`src/rtl/hpi_seq.sv`:
```
// hpi_seq: hardware sequencer for the CY7C67200 HPI software-side port (address write + data burst).
// Define HPI_SEQ_WDATA_TIMEOUT_EN to abort write bursts whose data stalls for TIMEOUT_CYCLES.
module hpi_seq #(
  parameter int unsigned STROBE_CYCLES  = 2,
  parameter int unsigned RECOVER_CYCLES = 2,
  parameter int unsigned TIMEOUT_CYCLES = 1024
) (
  input  logic        Clk,
  input  logic        Reset_n,
  input  logic        req_valid,
  output logic        req_ready,
  input  logic        req_write,
  input  logic [15:0] req_addr,
  input  logic [7:0]  req_len,
  input  logic [15:0] wdata,
  input  logic        wdata_valid,
  output logic        wdata_ready,
  output logic [15:0] rdata,
  output logic        rdata_valid,
  output logic        done,
  output logic        err,
  output logic [1:0]  hpi_address,
  output logic [15:0] hpi_data_out,
  input  logic [15:0] hpi_data_in,
  output logic        hpi_r_n,
  output logic        hpi_w_n,
  output logic        hpi_cs_n
);
  localparam int unsigned MaxPhase = (STROBE_CYCLES > RECOVER_CYCLES) ? STROBE_CYCLES
                                                                      : RECOVER_CYCLES;
  localparam int unsigned CntW = $clog2(MaxPhase + 1);
  localparam logic [CntW-1:0] StrbLast = CntW'(STROBE_CYCLES - 1);
  localparam logic [CntW-1:0] RecLast  = CntW'(RECOVER_CYCLES - 1);

  typedef enum logic [2:0] {
    StIdle, StAddrStrb, StAddrRec, StWaitWdata, StDataStrb, StDataRec, StDone
  } state_e;

  state_e          state_q;
  logic [CntW-1:0] cnt_q;
  logic [7:0]      word_q, len_q;
  logic            write_q;
  logic            r_n_q, w_n_q, cs_n_q;
  logic [1:0]      addr_q;
  logic [15:0]     dout_q, rdata_q;
  logic            rvalid_q, done_q;

`ifdef HPI_SEQ_WDATA_TIMEOUT_EN
  localparam int unsigned TmoW = $clog2(TIMEOUT_CYCLES + 1);
  localparam logic [TmoW-1:0] TmoLast = TmoW'(TIMEOUT_CYCLES - 1);
  logic [TmoW-1:0] tmo_q;
  logic            err_q;
  assign err = err_q;
`else
  logic unused_timeout;
  assign unused_timeout = ^TIMEOUT_CYCLES;
  assign err = 1'b0;
`endif

  assign req_ready    = (state_q == StIdle);
  assign wdata_ready  = (state_q == StWaitWdata);
  assign rdata        = rdata_q;
  assign rdata_valid  = rvalid_q;
  assign done         = done_q;
  assign hpi_address  = addr_q;
  assign hpi_data_out = dout_q;
  assign hpi_r_n      = r_n_q;
  assign hpi_w_n      = w_n_q;
  assign hpi_cs_n     = cs_n_q;

  // Strobe outputs are registered, so each state's strobe levels are set on the edge entering it.
  always_ff @(posedge Clk or negedge Reset_n) begin
    if (!Reset_n) begin
      state_q  <= StIdle;
      cnt_q    <= '0;
      word_q   <= '0;
      len_q    <= '0;
      write_q  <= 1'b0;
      r_n_q    <= 1'b1;
      w_n_q    <= 1'b1;
      cs_n_q   <= 1'b1;
      addr_q   <= 2'd0;
      dout_q   <= 16'h0000;
      rdata_q  <= 16'h0000;
      rvalid_q <= 1'b0;
      done_q   <= 1'b0;
`ifdef HPI_SEQ_WDATA_TIMEOUT_EN
      tmo_q    <= '0;
      err_q    <= 1'b0;
`endif
    end else begin
      rvalid_q <= 1'b0;
      done_q   <= 1'b0;
`ifdef HPI_SEQ_WDATA_TIMEOUT_EN
      err_q    <= 1'b0;
`endif
      unique case (state_q)
        StIdle: begin
          if (req_valid) begin
            write_q <= req_write;
            len_q   <= req_len;
            word_q  <= '0;
            cnt_q   <= '0;
            addr_q  <= 2'd2;
            dout_q  <= req_addr;
            cs_n_q  <= 1'b0;
            w_n_q   <= 1'b0;
            state_q <= StAddrStrb;
          end
        end
        StAddrStrb, StDataStrb: begin
          if (cnt_q == StrbLast) begin
            cnt_q   <= '0;
            cs_n_q  <= 1'b1;
            w_n_q   <= 1'b1;
            r_n_q   <= 1'b1;
            state_q <= (state_q == StAddrStrb) ? StAddrRec : StDataRec;
          end else begin
            cnt_q <= cnt_q + 1'b1;
          end
        end
        StAddrRec, StDataRec: begin
          // Interface adds two cycles of latency, so read data is present on the first recovery cycle.
          if (state_q == StDataRec && !write_q && cnt_q == '0) begin
            rdata_q  <= hpi_data_in;
            rvalid_q <= 1'b1;
          end
          if (cnt_q != RecLast) begin
            cnt_q <= cnt_q + 1'b1;
          end else if (state_q == StDataRec && word_q == len_q) begin
            done_q  <= 1'b1;
            state_q <= StDone;
          end else begin
            cnt_q <= '0;
            if (state_q == StDataRec) word_q <= word_q + 1'b1;
            if (write_q) begin
`ifdef HPI_SEQ_WDATA_TIMEOUT_EN
              tmo_q <= '0;
`endif
              state_q <= StWaitWdata;
            end else begin
              addr_q  <= 2'd0;
              cs_n_q  <= 1'b0;
              r_n_q   <= 1'b0;
              state_q <= StDataStrb;
            end
          end
        end
        StWaitWdata: begin
          if (wdata_valid) begin
            dout_q  <= wdata;
            addr_q  <= 2'd0;
            cs_n_q  <= 1'b0;
            w_n_q   <= 1'b0;
            cnt_q   <= '0;
            state_q <= StDataStrb;
`ifdef HPI_SEQ_WDATA_TIMEOUT_EN
          end else if (tmo_q == TmoLast) begin
            done_q  <= 1'b1;
            err_q   <= 1'b1;
            state_q <= StDone;
          end else begin
            tmo_q <= tmo_q + 1'b1;
`endif
          end
        end
        StDone: begin
          state_q <= StIdle;
        end
        default: begin
          state_q <= StIdle;
        end
      endcase
    end
  end

endmodule
```
`config.mk`:
```
export PLATFORM = sky130hd
export DESIGN_NAME = hpi_seq
export DESIGN_NICKNAME = d
export VERILOG_FILES = /design/src/rtl/hpi_seq.sv
export SDC_FILE = /design/constraint.sdc
export NUM_CORES = 1
export LEC_CHECK = 0
export ABC_AREA = 1
export BUFFER_PORTS_ARGS = -buffer_cell sky130_fd_sc_hd__buf_2
export CORE_MARGIN = 3
export CORE_UTILIZATION = 46
export CTS_CLUSTER_DIAMETER = 150
export CTS_CLUSTER_SIZE = 40
export DETAILED_ROUTE_END_ITERATION = 8
export GPL_ROUTABILITY_DRIVEN = 0
export PLACE_DENSITY_LB_ADDON = 0.25
export SETUP_SLACK_MARGIN = 0.4
export SYNTH_ARGS = -nofsm -noshare
export SYNTH_HDL_FRONTEND = slang
export SYNTH_SLANG_ARGS = --single-unit
```
`constraint.sdc`:
```
create_clock -name Clk -period 1.8 [get_ports Clk]
set_input_delay 0.18 -clock Clk [delete_from_list [all_inputs] [get_ports Clk]]
set_output_delay 0.18 -clock Clk [all_outputs]
set_load 0.01 [all_outputs]
```
==> out/metrics.yaml <==
totalPowerFinal_mw: 8.464
hp-class: "in2reg"
slowest_stage: "dfrtp_2"
place_worst_setup_slack_ns: 0.1097
grt_overflow_total: 0
io_buffers: 100
yosys.area.top_type: "dfrtp_1"
path_delay_family: "simple AND/OR/NAND/NOR gates"
rows: 29
cts_inserted_buffers: 9
period_share: 0.9320
fillers: 472
synth_top_area_share: 0.4647
drt-total-wl_um: 8757
synth_most_common_cell: "nand2_1"
crit_path_end_kind: "register"
yosys.area_share.simple: 0.2515
setup_slack_ns: 0.1223
clk-insertion-delay-late_ns: 0.35
synth-edff-count: 0
vias: 2939
synth_top_family_by_area: "simple AND/OR/NAND/NOR gates"
diodes: 0
cts-root-buf: "clkbuf_8"
fp.coreArea_mm2: 0.006422
grt_max_degree: 61
synth_common_cells: "nand2_1, nor2_1, dfrtp_1"
crit_chain: "inv_2 > nand3_4 > nand2_4 > buf_4 > buf_4 > o21ai_0 > nor2_1 > nand3_2 > nand2_1 > nand2_1"
use_met3: 0.04045
synth.avg_cell_area_um2: 9.001
slew_viol_final: 0
max_freq_mhz: 596.1
fin_tns_setup_ns: 0
synthAdderAreaFrac: 0.004077
grt_busiest_layer: "met2"
start_util: 0.4779
async_flop_share: 1.000
worstPathRequired_ns: 2.03
critical_path.max_fanout: 5
die_area_mm2: 0.007689
dp.cells: 512
p_per_area_mw_per_mm2: 1879
timing_worst_setup_path_type: "reg2reg"
synth_cell_types: 37
cts_tree: "built"
area_growth_pct: 46.80
grt_pass1_vias: 2739
h-tree-depth: 3
final_antenna_net_count: 0
die_w_um: 87.69
synthFlopType: "dfrtp_1"
rsz0062_at_grt: "true"
dr.pass1.iters: 4
ys_ff_latch: 60
first_iter_violations: 96
arrival_ns: 1.91
ir_drop_mv: 1.074
crit_buf_inv: 3
status: "finished clean"
synth-compound-area-share: 0.1011
synth_mux_area_frac: 0.07338
netlist_instances: 341
clock_tree.buffer_depth: 2
wire_per_inst_um: 15.64
clock_skew_ns: 0.01902
vias_per_cell: 5.248
antenna_found_initial: 0
critPathMaxStageDelay_ns: 0.45
final_cells: 560
start_kind: "register"
path_clk_slew_ns: 0.07
ys_warn_count: 0
setup_viol: 0
finalHoldViolCount: 0
leakagePower_nw: 2.273
yosys-top-cells-area: "dfrtp_1, nand2_1, mux2_2"
use_met1: 0.2467
grt_use_total: 0.2075
drive_gt1_frac: 0.5135
die_y_um: 87.69
drv_cap: 0
nets: 540
min_period_ns: 1.678
drc_errors: 0
synthXorXnorAreaFrac: 0.01427
hpwl_um: 5007
synth_area_mm2: 0.003069
grt_util_met2: 0.3541
grt_first_pass_wirelength_um: 12340
ys_seq_area_frac: 0.4904
numClockSinks: 60
io_pins: 103
[layout make-up]
cell class	instances	area [um^2]	share of cell area
Tap cell	77	96.34	0.02138
Multi-Input combinational cell	248	1784	0.3960
Clock buffer	12	155.1	0.03443
Clock inverter	4	25.02	0.005554
Sequential cell	60	1510	0.3352
Inverter	28	110.1	0.02444
Timing Repair Buffer	131	824.5	0.1830
[cells by family (layout without fill, tap and decap cells)]
| family | count (synthesis) | after routing |
|---|---|---|
| AND/OR/NAND/NOR | 177 | 183 |
| flip-flops | 60 | 60 |
| buffers and inverters | 40 | 175 |
| AO/OA/AOI/OAI | 37 | 37 |
| multiplexers | 20 | 20 |
| XOR/XNOR | 5 | 5 |
| adder cells (fa/ha/maj) | 1 | 1 |
| other | 1 | 2 |
[timing repair]
action	CTS	global route
hold buffers	1	0
cloned	4	2
setup endpoints to repair	60	57
buffers inserted	11	14
resized for setup	35	51
endpoints found under the hold margin	57	0
pin swaps	5	10
[worst paths after layout]
path / startpoint / endpoint / slack [ns] / cells past startpoint
max: state_q[1] / hpi_address[1] / 0.12 / 10
min reg2reg: hpi_w_n / hpi_w_n / 0.48 / 2
max reg2reg: state_q[1] / hpi_address[1] / 0.12 / 10
min: req_len[0] / len_q[0] / 0.07 / 2
max in group asynchronous: Reset_n / hpi_r_n / 1.09 / 3
min in group asynchronous: Reset_n / write_q / 0.38 / 3
[state kept, by name, indices dropped and copies added, names as in the netlist, 2 cells and up]
| signal | flops |
|---|---|
| rdata | 16 |
| cnt_q | 2 |
| state_q | 3 |
| word_q | 8 |
| len_q | 8 |
| hpi_data_out | 16 |
[worst reg2reg max path, delay by kind of cell (launching register included)]
kind                   cells  cell delay [ns]
AND/OR/NAND/NOR            6             0.63
flip-flops                 1             0.45
buffers and inverters      3             0.37
AO/OA/AOI/OAI              1             0.11
[layout by cell type, fill, tap and decap left out, types with 3 or more instances in the layout]
cell type | netlist | routed
nand2_2 | 3 | 17
nor2_4 | 1 | 7
dfrtp_1 | 57 | 53
buf_2 | 4 | 99
inv_1 | 25 | 23
o31ai_4 | 0 | 10
o21ai_1 | 5 | 5
o31ai_2 | 13 | 6
inv_2 | 2 | 3
nand4_1 | 3 | 3
nand2_4 | 2 | 15
xnor2_1 | 3 | 3
buf_6 | 4 | 3
buf_12 | 0 | 6
dfstp_2 | 3 | 3
o21ai_0 | 4 | 4
nand2_8 | 0 | 5
nand3_2 | 0 | 4
nand3_1 | 12 | 8
dfrtp_2 | 0 | 4
a21oi_1 | 5 | 5
buf_4 | 2 | 22
nand2_1 | 89 | 63
nor2_1 | 59 | 54
clkbuf_8 | 0 | 11
mux2_2 | 20 | 19
[layer usage]
layer	wire length [um]	share of wire	vias up
li1	-	-	1377
met1	3403	0.39	1439
met2	4657	0.53	95
met3	411	0.047	28
met4	285	0.033	0
met5	0	0	-
[power breakdown]
part	internal (mW)	switching (mW)	total [mW]
Sequential	1.95	0.463	2.41
Combinational	2.15	2.78	4.93
Clock	0.570	0.552	1.12
Total	4.67	3.80	8.46
[stage by stage]
step | hold WS, ns | util | area (um^2)
floorplan | -0.1156 | - | 3085
global placement | 0.2124 | 0.5689 | 3654
detailed placement | 0.2118 | 0.5689 | 3654
CTS | 0.06343 | 0.6413 | 4119
global route | 0.07684 | 0.7015 | 4506
finish | 0.07211 | 0.7015 | 4506
No activity file was read; power rests on OpenSTA's default activity.
